[src/rtl/outer_product_stream_if.sv]
// Valid/ready bundle between the vector source, the outer-product engine
// and the downstream matrix accumulation stage.
interface outer_product_stream_if #(
  parameter int DATA_W = 8,
  parameter int OUT_W  = 16,
  parameter int IDX_W  = 2
);
  logic                     in_valid;
  logic                     in_ready;
  logic signed [DATA_W-1:0] in_a;
  logic signed [DATA_W-1:0] in_b;
  logic                     out_valid;
  logic                     out_ready;
  logic signed [OUT_W-1:0]  out_data;
  logic [IDX_W-1:0]         out_row;
  logic [IDX_W-1:0]         out_col;
  logic                     out_last;
  logic                     busy;

  modport master (
    output in_valid, in_a, in_b, out_ready,
    input  in_ready, out_valid, out_data, out_row, out_col, out_last, busy
  );

  modport slave (
    input  in_valid, in_a, in_b, out_ready,
    output in_ready, out_valid, out_data, out_row, out_col, out_last, busy
  );
endinterface

[src/rtl/outer_product_stream.sv]
// Sequential outer-product engine: loads vectors a and b element-serially,
// then streams every a[r]*b[c] in row-major order.
module outer_product_stream #(
  parameter int VEC_LEN = 4,
  parameter int DATA_W  = 8,
  parameter int OUT_W   = 16
) (
  input logic                   clk,
  input logic                   rst_n,
  outer_product_stream_if.slave s
);
  localparam int IDX_W = $clog2(VEC_LEN);
  localparam logic [IDX_W-1:0] LAST_IDX = IDX_W'(VEC_LEN - 1);
  localparam logic [IDX_W-1:0] IDX_ONE  = IDX_W'(1);

  typedef enum logic [0:0] {
    ST_LOAD = 1'b0,
    ST_EMIT = 1'b1
  } state_t;

  state_t                   state_q;
  logic [IDX_W-1:0]         k_q;
  logic signed [DATA_W-1:0] a_q [VEC_LEN];
  logic signed [DATA_W-1:0] b_q [VEC_LEN];
  logic                     in_ready_q;
  logic                     out_valid_q;
  logic signed [OUT_W-1:0]  out_data_q;
  logic [IDX_W-1:0]         out_row_q;
  logic [IDX_W-1:0]         out_col_q;
  logic                     out_last_q;
  logic                     busy_q;

  logic [IDX_W-1:0]         nxt_row_d;
  logic [IDX_W-1:0]         nxt_col_d;
  logic                     nxt_last_d;
  logic signed [OUT_W-1:0]  nxt_prod_d;
  logic                     load_fire_s;
  logic                     out_fire_s;

  // Operands are widened first, so the OUT_W-bit product is exact.
  function automatic logic signed [OUT_W-1:0] mul(
    input logic signed [DATA_W-1:0] x,
    input logic signed [DATA_W-1:0] y
  );
    return OUT_W'(x) * OUT_W'(y);
  endfunction

  assign load_fire_s = s.in_valid && in_ready_q;
  assign out_fire_s  = out_valid_q && s.out_ready;

  // Next element in row-major order, following the one currently presented
  always_comb begin
    nxt_row_d = out_row_q;
    nxt_col_d = out_col_q + IDX_ONE;
    if (out_col_q == LAST_IDX) begin
      nxt_col_d = '0;
      nxt_row_d = out_row_q + IDX_ONE;
    end else begin
      nxt_col_d = out_col_q + IDX_ONE;
    end
    nxt_last_d = (nxt_row_d == LAST_IDX) && (nxt_col_d == LAST_IDX);
    nxt_prod_d = mul(a_q[nxt_row_d], b_q[nxt_col_d]);
  end

  // Vector storage; contents after reset are irrelevant, so no reset term
  always_ff @(posedge clk) begin
    if (load_fire_s) begin
      a_q[k_q] <= s.in_a;
      b_q[k_q] <= s.in_b;
    end
  end

  // Load/emit sequencing with every handshake output registered
  always_ff @(posedge clk or negedge rst_n) begin
    if (!rst_n) begin
      state_q     <= ST_LOAD;
      k_q         <= '0;
      in_ready_q  <= 1'b1;
      out_valid_q <= 1'b0;
      out_data_q  <= '0;
      out_row_q   <= '0;
      out_col_q   <= '0;
      out_last_q  <= 1'b0;
      busy_q      <= 1'b0;
    end else begin
      case (state_q)
        ST_LOAD: begin
          if (load_fire_s) begin
            if (k_q == LAST_IDX) begin
              // a[0]/b[0] were stored on an earlier edge, so (0,0) is ready now
              k_q         <= '0;
              state_q     <= ST_EMIT;
              in_ready_q  <= 1'b0;
              busy_q      <= 1'b1;
              out_valid_q <= 1'b1;
              out_data_q  <= mul(a_q[0], b_q[0]);
              out_row_q   <= '0;
              out_col_q   <= '0;
              out_last_q  <= 1'b0;
            end else begin
              k_q <= k_q + IDX_ONE;
            end
          end
        end
        ST_EMIT: begin
          if (out_fire_s) begin
            if (out_last_q) begin
              state_q     <= ST_LOAD;
              in_ready_q  <= 1'b1;
              busy_q      <= 1'b0;
              out_valid_q <= 1'b0;
              out_data_q  <= '0;
              out_row_q   <= '0;
              out_col_q   <= '0;
              out_last_q  <= 1'b0;
            end else begin
              out_row_q  <= nxt_row_d;
              out_col_q  <= nxt_col_d;
              out_data_q <= nxt_prod_d;
              out_last_q <= nxt_last_d;
            end
          end
        end
        default: begin
          state_q     <= ST_LOAD;
          k_q         <= '0;
          in_ready_q  <= 1'b1;
          busy_q      <= 1'b0;
          out_valid_q <= 1'b0;
          out_last_q  <= 1'b0;
        end
      endcase
    end
  end

  assign s.in_ready  = in_ready_q;
  assign s.out_valid = out_valid_q;
  assign s.out_data  = out_data_q;
  assign s.out_row   = out_row_q;
  assign s.out_col   = out_col_q;
  assign s.out_last  = out_last_q;
  assign s.busy      = busy_q;
endmodule

[src/flat_wrapper.sv]
// flat-port wrapper written by rule: the top's interface ports become plain ports
module outer_product_stream_flat 
#(
  parameter int VEC_LEN = 4,
  parameter int DATA_W  = 8,
  parameter int OUT_W   = 16
)
  (clk, rst_n, s_in_valid, s_in_a, s_in_b, s_out_ready, s_in_ready, s_out_valid, s_out_data, s_out_row, s_out_col, s_out_last, s_busy);
  outer_product_stream_if #(.DATA_W(DATA_W), .OUT_W(OUT_W), .IDX_W((2))) s_i ();
  input logic clk;
  input logic rst_n;
  input wire logic [$bits(s_i.in_valid)-1:0] s_in_valid;
  input wire logic [$bits(s_i.in_a)-1:0] s_in_a;
  input wire logic [$bits(s_i.in_b)-1:0] s_in_b;
  input wire logic [$bits(s_i.out_ready)-1:0] s_out_ready;
  output wire logic [$bits(s_i.in_ready)-1:0] s_in_ready;
  output wire logic [$bits(s_i.out_valid)-1:0] s_out_valid;
  output wire logic [$bits(s_i.out_data)-1:0] s_out_data;
  output wire logic [$bits(s_i.out_row)-1:0] s_out_row;
  output wire logic [$bits(s_i.out_col)-1:0] s_out_col;
  output wire logic [$bits(s_i.out_last)-1:0] s_out_last;
  output wire logic [$bits(s_i.busy)-1:0] s_busy;
  assign s_i.in_valid = s_in_valid;
  assign s_i.in_a = s_in_a;
  assign s_i.in_b = s_in_b;
  assign s_i.out_ready = s_out_ready;
  assign s_in_ready = s_i.in_ready;
  assign s_out_valid = s_i.out_valid;
  assign s_out_data = s_i.out_data;
  assign s_out_row = s_i.out_row;
  assign s_out_col = s_i.out_col;
  assign s_out_last = s_i.out_last;
  assign s_busy = s_i.busy;
  outer_product_stream #(.VEC_LEN(VEC_LEN), .DATA_W(DATA_W), .OUT_W(OUT_W)) u_core (.clk(clk), .rst_n(rst_n), .s(s_i));
endmodule
[config.mk]
export PLATFORM = sky130hd
export DESIGN_NAME = outer_product_stream_flat
export DESIGN_NICKNAME = d
export VERILOG_FILES = /design/src/rtl/outer_product_stream_if.sv /design/src/rtl/outer_product_stream.sv /design/src/flat_wrapper.sv
export SDC_FILE = /design/constraint.sdc
export NUM_CORES = 1
export LEC_CHECK = 0
export ABC_AREA = 1
export BUFFER_PORTS_ARGS = -buffer_cell sky130_fd_sc_hd__buf_4
export CORE_MARGIN = 2
export CORE_UTILIZATION = 36
export CTS_CLUSTER_DIAMETER = 60
export DETAILED_ROUTE_END_ITERATION = 8
export SLEW_MARGIN = 10
export SYNTH_ARGS = -nofsm -noshare
export SYNTH_HDL_FRONTEND = slang
export SYNTH_SLANG_ARGS = --single-unit
[constraint.sdc]
create_clock -name clk -period 5.8 [get_ports clk]
set_input_delay 1.16 -clock clk [delete_from_list [all_inputs] [get_ports clk]]
set_output_delay 1.16 -clock clk [all_outputs]
set_load 0.05 [all_outputs]
==> run metrics, run 1 <==
grt ovf 0; Cell Area, Synth around 0.009 mm2; CTS max path bufs 2; # clock sinks 90; Post-synth top flop edfxtp_1; Core Region approximately 0.024 mm2; final worst setup slack between 0.3 and 0.4 ns; area grow syn2layout 11.6%; max_cap viols 0; wire length per cell approximately 15 um; final max-slew violation count 0; Post-synth EDFFs between 60 and 70; Worst Path Class, Setup reg2reg; Final setup violation count 0; Die W 162 um; Top Family by Delay on Critical Path adder cells; post-route clock period utilization a little over nine tenths; Syn. warnings 0; Least-Margin Pin Slew between 0.7 and 0.8 ns; I/O Pins between 40 and 50; TritonCTS Buffers 9; largest net degree at the start of global routing 27; WP data required a little over 6 ns; R2R depth 20; 1st-iter DRT viols 363; Max transition margin a little over half; Worst path depth 20; Cell Rows 57; setup TNS 0 ns; Mean Syn Cell Area 8.59 um2; Worst-path clk slew approximately 0.06 ns; gpl congestion between 0.8 and 0.9; GR Util All Layers roughly 17%; f_max roughly 180 MHz; #FFs+latches synth 90; first drt pass iteration count 5; share of layout cells above drive strength 1 roughly 9.0%; global-route wire length before repair about 34000 um; worst r2r src u_core.s.out_col[0]; HP Class reg2reg; largest fanout on the critical path 8; CP arrival roughly 5.7 ns; pre-CTS setup slack 0.272 ns; crit path cell chain inv_1 -> ha_2 -> clkinvlp_4 -> buf_4 -> a32o_1 -> or2_1 -> fa_1 -> fa_1 -> inv_1 -> fa_1 -> inv_1 -> fa_1 -> inv_1 -> ha_1 -> a21oi_1 -> o211ai_1 -> o21ai_0 -> nand2_1 -> nand2_1 -> nand2_1; antenna-violating nets left 0; n_diodes 0; Cells after Synth 1048; CTS tree done; Tmin final ~5.5 ns; Largest stage delay, worst path roughly 0.52 ns; crit path buf inv count 6; RSZ-0062 raised after global routing no; most common cell after layout, fill and taps aside inv_1; Unique masters post-synth 37; initial antenna violation count 0; Critical Path Start Type flip-flop; final wirelength 20800 um; commonest cells after routing, fill and taps aside inv_1 (248), nand2_1 (237), fa_1 (109); vias in the first global route roughly 6500; nets ~1300; htree depth 3; Initial Util a little under two fifths; Crit. End Element flip-flop; DRC 0; worst r2r dst u_core.s.out_data[10]; clock skew slightly below 0.009 ns; Min Hold Slack between 0.4 and 0.5 ns; Clk Latency, worst-skew pair ~0.35 ns; vias per cell 4.62; CP max stage cell fa_1; sequential share of the synthesized area 28.6%; Worst R2R Setup Slack about 0.34 ns; syn nets roughly 1200; Final Hold Vio Count 0; port bufs 43; outcome finished, final reports clean; Critical Path End u_core.s.out_data[10]; Root Buffer Master clkbuf_16; Async S/R FF share, synth 28.9%; Hold-fix buffers, CTS 0; Vert. Die Dim about 160 um; Die Footprint 0.0263 mm2; Critical path origin u_core.s.out_col[0]; fin util 41.1%; routed vias about 6500; half-perimeter wire length after placement 17000 um
worst min path at each step:
| stage | start | end | slack, ns | cells past startpoint |
|---|---|---|---|---|
| final | u_core.s.out_data[15] | u_core.s.out_data[15] | 0.49 | 2 |
| after global routing | u_core.s.out_data[12] | u_core.s.out_data[12] | 0.51 | 2 |
| after CTS | u_core.s.out_data[10] | u_core.s.out_data[10] | 0.49 | 2 |
| after detailed placement | u_core.s.out_data[10] | u_core.s.out_data[10] | 0.47 | 2 |
| after global placement | u_core.s.out_data[14] | u_core.s.out_data[14] | 0.47 | 2 |
| after floorplan | u_core.k_q[1] | u_core.k_q[1] | 0.58 | 2 |
cells in the mapped netlist, drive strengths merged (5+ instances only):
cell type,instances,share of area [%]
a21oi,29,1.6
a31oi,5,0.35
buf,14,1.1
clkbuf,15,0.63
dfrtp,25,7.0
edfxtp,64,21
fa,110,24
ha,64,8.9
inv,254,11
nand2,238,10
nand3,41,2.3
nor2,108,4.8
o211ai,5,0.42
o21ai,28,1.6
or2,11,0.79
xnor2,6,0.58
xor2,6,0.58
per-stage QoR:
step | std cells | cell area, um2
final | 1416 | 10000
after floorplan | 1048 | 9000
after global routing | 1416 | 10000
after detailed placement | 1397 | 9650
after global placement | 1397 | 9650
after CTS | 1413 | 10000
registers in the layout, summed over array words and instances (netlist names):
register,flops
u_core.s.out_col,2
u_core.state_q,1
u_core.s.busy,1
u_core.k_q,2
u_core.s.in_ready,1
u_core.b_q,32
u_core.s.out_last,1
u_core.a_q,32
u_core.s.out_data,16
u_core.s.out_row,2
final cells by class:
cell class                      count  area, um2
Timing Repair inverter              1       7.51
Multi-Input combinational cell    675       5330
Sequential cell                    90       2570
Tap cell                          324        405
Fill cell                        2404      14400
Clock inverter                      7        123
Timing Repair Buffer               56        420
Inverter                          254        960
Clock buffer                        9        225
kinds of logic after synthesis:
family | Yosys count | synth area share, %
buffers and inverters | 283 | 12.3
and+or+nand+nor | 400 | 18.0
AOI/OAI and AO/OA | 89 | 6.52
xor gates and xnor gates | 12 | 1.17
adders and majority gates | 174 | 33.4
DFF | 90 | 28.6
routing by layer:
metal | vias to the layer above | part of all wire (%) | GRT usage [%]
li1 | 3250 | - | -
met1 | 3113 | 49 | 24.1
met2 | 160 | 45 | 26.2
met3 | 16 | 5.3 | 3.24
met4 | 0 | 0.84 | 2.86
met5 | - | 0 | 0
tightest hold or removal path: stages, from the launching register on:
cell	delay, ns
dfrtp_1	0.35
nand2_1	0.05
nand2_1	0.05
repair_timing:
action                                  4_1_cts  5_1_grt
resized for setup                             0        7
endpoints found under the setup margin        0        5
buffers inserted                              0        2
Power of run 1 is left out: the tool's default activity adds up to more than one toggle a clock period on the data nets, which glitch-free logic cannot reach.
==> run 2, diff against run 1 <==
CORE_MARGIN = not set   (was 2)
==> run metrics, run 2 (synthesis gave the netlist of run 1 again) <==
htree depth 3 (unchanged); post-route clock period utilization 93.9% (was 94.2%); grt ovf 0 (unchanged); DRC 0 (unchanged); Max transition margin 50.8% (was 52.1%); WP data required 6.03 ns (about the same); CP arrival 5.67 ns (was 5.70 ns); Worst Path Class, Setup reg2reg (unchanged); largest net degree at the start of global routing 27 (unchanged); Final setup violation count 0 (unchanged); Worst R2R Setup Slack 0.35 ns (was 0.34 ns); most common cell after layout, fill and taps aside inv_1 (unchanged); met3 Resource Use GR 2.34% (was 3.24%); port bufs 43 (unchanged); # clock sinks 90 (unchanged); final wirelength 20600 um (was 20800 um); gpl congestion 0.884 (was 0.875); Die Footprint 0.0256 mm2 (was 0.0263 mm2); initial antenna violation count 0 (unchanged); Cell Rows 57 (unchanged); Largest stage delay, worst path 0.52 ns (about the same); Die W 160 um (was 162 um); global-route wire length before repair 34000 um (was 34200 um); HP Class reg2reg (unchanged); final max-slew violation count 0 (unchanged); routed vias 6569 (was 6539); Vert. Die Dim 160 um (was 162 um); antenna-violating nets left 0 (unchanged); Min Hold Slack 0.489 ns (was 0.487 ns); Critical Path Start Type flip-flop (unchanged); Worst-path clk slew 0.06 ns (about the same); largest fanout on the critical path 8 (unchanged); f_max 184 MHz (was 183 MHz); Initial Util 36.9% (was 36.8%); vias per cell 4.63 (was 4.62); share of layout cells above drive strength 1 9.67% (was 8.97%); setup TNS 0 ns (unchanged); crit path buf inv count 8 (was 6); Least-Margin Pin Slew 0.737 ns (was 0.716 ns); grt met2 use 26.4% (was 26.2%); n_diodes 0 (unchanged); Crit. End Element flip-flop (unchanged); Core Region 0.0244 mm2 (was 0.0245 mm2); area grow syn2layout 11.7% (was 11.6%); RSZ-0062 raised after global routing no (unchanged); vias in the first global route 6475 (was 6524); TritonCTS Buffers 9 (unchanged); Top Family by Delay on Critical Path adder cells (unchanged); R2R depth 27 (was 20); Tmin final 5.45 ns (was 5.46 ns); GR peak layer met2 (unchanged); first drt pass iteration count 7 (was 5); clock skew 0.0102 ns (was 0.00879 ns); Clk Latency, worst-skew pair 0.34 ns (was 0.35 ns); CTS max path bufs 2 (unchanged); CP max stage cell fa_1 (unchanged); final worst setup slack 0.355 ns (was 0.337 ns); 1st-iter DRT viols 303 (was 363); nets 1286 (was 1281); commonest cells after routing, fill and taps aside inv_1 (248), nand2_1 (235), fa_1 (109) (was inv_1 (248), nand2_1 (237), fa_1 (109)); Final Hold Vio Count 0 (unchanged); Worst path depth 27 (was 20); Root Buffer Master clkbuf_16 (unchanged); met1 Track Usage GR 24.6% (was 24.1%); I/O Pins 44 (unchanged); wire length per cell 14.5 um (was 14.7 um); hold path depth 2 (unchanged); outcome finished, final reports clean (unchanged); half-perimeter wire length after placement 16700 um (was 17000 um); CTS tree done (unchanged); max_cap viols 0 (unchanged); GR Util All Layers 16.8% (was 16.6%); Hold-fix buffers, CTS 0 (unchanged); pre-CTS setup slack 0.244 ns (was 0.272 ns)
[run 2: tightest hold or removal path: stages (launching register included)]
cell,delay (ns)
dfrtp_1,0.35
nand2_1,0.06
nand2_1,0.05
[run 2: per-layer routing]
metal,vias up,wire (um)
li1,3257,-
met1,3138,10200
met2,156,9170
met3,18,897
met4,0,302
met5,-,0
[run 2: timing repair]
| action | 4_1_cts | 5_1_grt |
|---|---|---|
| setup buffers | 0 | 9 |
| resized for setup | 0 | 9 |
| setup endpoints to repair | 0 | 7 |
[run 2: cell type report]
class | count | area, um2
clock buffers | 9 | 225
clock inverters | 6 | 63.8
fillers | 2426 | 14300
inverters | 254 | 960
multi-input cells | 675 | 5340
flip-flops and latches | 90 | 2570
well taps | 324 | 405
repair buffers | 62 | 478
[run 2: final timing paths]
kind,start,endpoint
max,u_core.s.out_col[0],u_core.s.out_data[15]
min,u_core.s.out_data[15],u_core.s.out_data[15]
max reg2reg,u_core.s.out_col[0],u_core.s.out_data[15]
min reg2reg,u_core.s.out_data[15],u_core.s.out_data[15]
max in group asynchronous,rst_n,u_core.s.in_ready
min in group asynchronous,rst_n,u_core.s.out_data[11]
[run 2: metrics by stage]
| step | instances | area [um2] | util, % |
|---|---|---|---|
| after CTS | 1411 | 9930 | 40.7 |
| after detailed placement | 1396 | 9650 | 39.5 |
| after global placement | 1396 | 9650 | 39.5 |
| final | 1420 | 10000 | 41.2 |
| after global routing | 1420 | 10000 | 41.2 |
| after floorplan | 1048 | 9000 | - |
Power of run 2 is left out for the same reason.
==> run 3, diff against run 2 <==
ABC_AREA = 0   (was 1)
==> run metrics, run 3 <==
Leak Pwr approximately 4.4 nW; most numerous cell in the Yosys netlist inv_1 (unchanged); Min Hold Slack 0.503 ns (was 0.489 ns); top cell type's share of synthesized area 26.1% (was 24.5%); Final Hold Vio Count 0 (unchanged); first drt pass iteration count 4 (was 7); WP data required 6.04 ns (was 6.03 ns); port bufs 43 (unchanged); 1st-iter DRT viols 304 (was 303); largest net degree at the start of global routing 27 (unchanged); largest fanout on the critical path 7 (was 8); grt met2 use 26.8% (was 26.4%); GR Util All Layers 17.3% (was 16.8%); antenna-violating nets left 0 (unchanged); outcome finished, final reports clean (unchanged); Worst Path Class, Setup reg2reg (unchanged); CTS tree done (unchanged); crit path cell chain ha_4 -> xnor2_4 -> mux4_1 -> buf_4 -> and2_1 -> fa_1 -> fa_1 -> fa_1 -> inv_1 -> fa_1 -> inv_1 -> ha_1 -> o21ai_0 -> a21oi_1 -> a31o_2 -> a21oi_1 -> xor2_1 -> o221ai_1 -> o21a_1; post-synth top area cell fa_1 (unchanged); initial antenna violation count 0 (unchanged); Largest stage delay, worst path 0.67 ns (was 0.52 ns); n_diodes 0 (unchanged); final wirelength 19600 um (was 20600 um); f_max 180 MHz (was 184 MHz); Clk Latency, worst-skew pair 0.34 ns (about the same); vias per cell 4.79 (was 4.63); Hold-fix buffers, CTS 0 (unchanged); Die W 155 um (was 160 um); most frequent cells after synthesis inv_1 (153), fa_1 (110), and2_1 (73) (was inv_1 (249), nand2_1 (237), fa_1 (110)); GR peak layer met2 (unchanged); Cell Rows 55 (was 57); final max-slew violation count 0 (unchanged); half-perimeter wire length after placement 16000 um (was 16700 um); worst vdd ir 0.149 mV; Core Region 0.0228 mm2 (was 0.0244 mm2); # clock sinks 90 (unchanged); Post-synth top flop edfxtp_1 (unchanged); htree depth 3 (unchanged); Initial Util 37.0% (was 36.9%); Most Frequent Cell on Critical Path fa_1; Cell Area, Synth 0.00845 mm2 (was 0.00900 mm2); CP max stage cell mux4_1 (was fa_1); Async S/R FF share, synth 28.9% (unchanged); pre-CTS setup slack 0.0617 ns (was 0.244 ns); Critical Path Start Type flip-flop (unchanged); met3 Resource Use GR 2.51% (was 2.34%); Vert. Die Dim 155 um (was 160 um); Cells after Synth 751 (was 1048); Syn. warnings 0 (unchanged); Max transition margin 34.2% (was 50.8%); max_cap viols 0 (unchanged); final worst setup slack 0.234 ns (was 0.355 ns); vias in the first global route 5637 (was 6475); Power Density around 130 mW/mm2; Least-Margin Pin Slew 0.987 ns (was 0.737 ns); Post-synth EDFFs 64 (unchanged); Crit. End Element flip-flop (unchanged); wire length per cell 17.1 um (was 14.5 um); CTS max path bufs 2 (unchanged); TritonCTS Buffers 9 (unchanged); syn nets 945 (was 1242); met1 Track Usage GR 25.9% (was 24.6%); post-route clock period utilization 96.0% (was 93.9%); most common cell after layout, fill and taps aside inv_1 (unchanged); routed vias 5489 (was 6569); Worst-path clk slew 0.07 ns (was 0.06 ns); area grow syn2layout 15.4% (was 11.7%); global-route wire length before repair 31700 um (was 34000 um); gpl congestion 0.870 (was 0.884); HP Class reg2reg (unchanged); Area contributors post-synth fa_1 (26%), edfxtp_1 (23%), ha_1 (9.5%) (was fa_1 (24%), edfxtp_1 (21%), inv_1 (10%)); sequential share of the synthesized area 30.5% (was 28.6%); Final setup violation count 0 (unchanged); #FFs+latches synth 90 (unchanged); commonest cells after routing, fill and taps aside inv_1 (152), fa_1 (109), and2_1 (72), buf_4 (72), edfxtp_1 (64) (was inv_1 (248), nand2_1 (235), fa_1 (109)); nets 1021 (was 1286); I/O Pins 44 (unchanged); clock skew 0.00836 ns (was 0.0102 ns); CP arrival 5.80 ns (was 5.67 ns); Unique masters post-synth 52 (was 37); DRC 0 (unchanged); Root Buffer Master clkbuf_16 (unchanged); Tmin final 5.57 ns (was 5.45 ns); Mean Syn Cell Area 11.2 um2 (was 8.59 um2); share of layout cells above drive strength 1 15.9% (was 9.67%); grt ovf 0 (unchanged); Die Footprint 0.0241 mm2 (was 0.0256 mm2)
## run 3: changes by cell type after synthesis, moves of 9 or more
cell      previous run  this run
and2_1               0        73
nand3_1             41         6
and3_1               0         9
clkbuf_1            15         6
inv_1              249       153
nor2_1             103        23
nand2_1            237        52
xnor2_1              6        22
## run 3: critical path, delay by kind of cell, from the launching register on
family,cells,cell delay (ns)
AOI/OAI and AO/OA,6,1.03
buffers and inverters,3,0.28
xor gates and xnor gates,2,0.45
and+or+nand+nor,1,0.17
DFF,1,0.42
adders and majority gates,6,2.45
muxes,1,0.67
## run 3: cell families (layout without fill, tap and decap cells)
group	Yosys count	count (layout)	share of synthesized area, %
AND/OR/NAND/NOR	184	184	11.4
adder cells (fa/ha/maj)	174	174	35.5
buffers and inverters	162	243	7.45
flip-flops	90	90	30.5
AO/OA/AOI/OAI	89	89	6.86
XOR/XNOR	35	35	3.72
multiplexers	17	17	4.58
## run 3: final cells by class
cell class | instances | area [um2]
sequential | 90 | 2580
fill | 2188 | 13100
timing repair buffer | 74 | 572
clock inverter | 6 | 72.6
clock buffer | 10 | 229
multi-input combinational | 499 | 5330
inverter | 153 | 574
tap | 313 | 392
## run 3: what timing repair did
action,in CTS,in global routing
gates resized for setup,0,22
buffers inserted,0,6
setup endpoints to repair,0,6
## run 3: power by group
part | internal (W) | leakage, nW | switching, W
Sequential | 0.000689 | 0.921 | 0
Combinational | 0.00000851 | 3.31 | 0.0000117
Clock | 0.000339 | 0.144 | 0.000259
## run 3: per-stage QoR
| stage | instance area (um2) | util, % | power, W | cells | setup TNS [ns] |
|---|---|---|---|---|---|
| 2_1_floorplan | 8480 | - | 0.000704 | 751 | 0 |
| 3_3_place_gp | 9340 | 40.9 | 0.000723 | 1123 | 0 |
| 3_5_place_dp | 9340 | 40.9 | 0.000724 | 1123 | 0 |
| 4_1_cts | 9640 | 42.2 | 0.00132 | 1139 | 0 |
| 5_1_grt | 9750 | 42.7 | 0.00135 | 1145 | -0.0175 |
| 6_report | 9750 | 42.7 | 0.00131 | 1145 | 0 |
## run 3: path summary, 6_finish.rpt
check	slack, ns	cells past startpoint	end	from
max	0.23	19	u_core.s.out_data[14]	u_core.s.out_col[1]
min	0.50	1	u_core.s.out_data[9]	u_core.s.out_data[9]
max reg2reg	0.23	19	u_core.s.out_data[14]	u_core.s.out_col[1]
min reg2reg	0.50	1	u_core.s.out_data[9]	u_core.s.out_data[9]
max in group asynchronous	4.76	1	u_core.s.in_ready	rst_n
min in group asynchronous	0.73	1	u_core.s.out_data[9]	rst_n
## run 3: routing by layer
layer | routed length, um | vias up
met3 | 829 | 18
li1 | - | 2593
met1 | 9840 | 2738
met4 | 276 | 0
met2 | 8670 | 140
met5 | 0 | -
(Power assumes the default switching activity.)
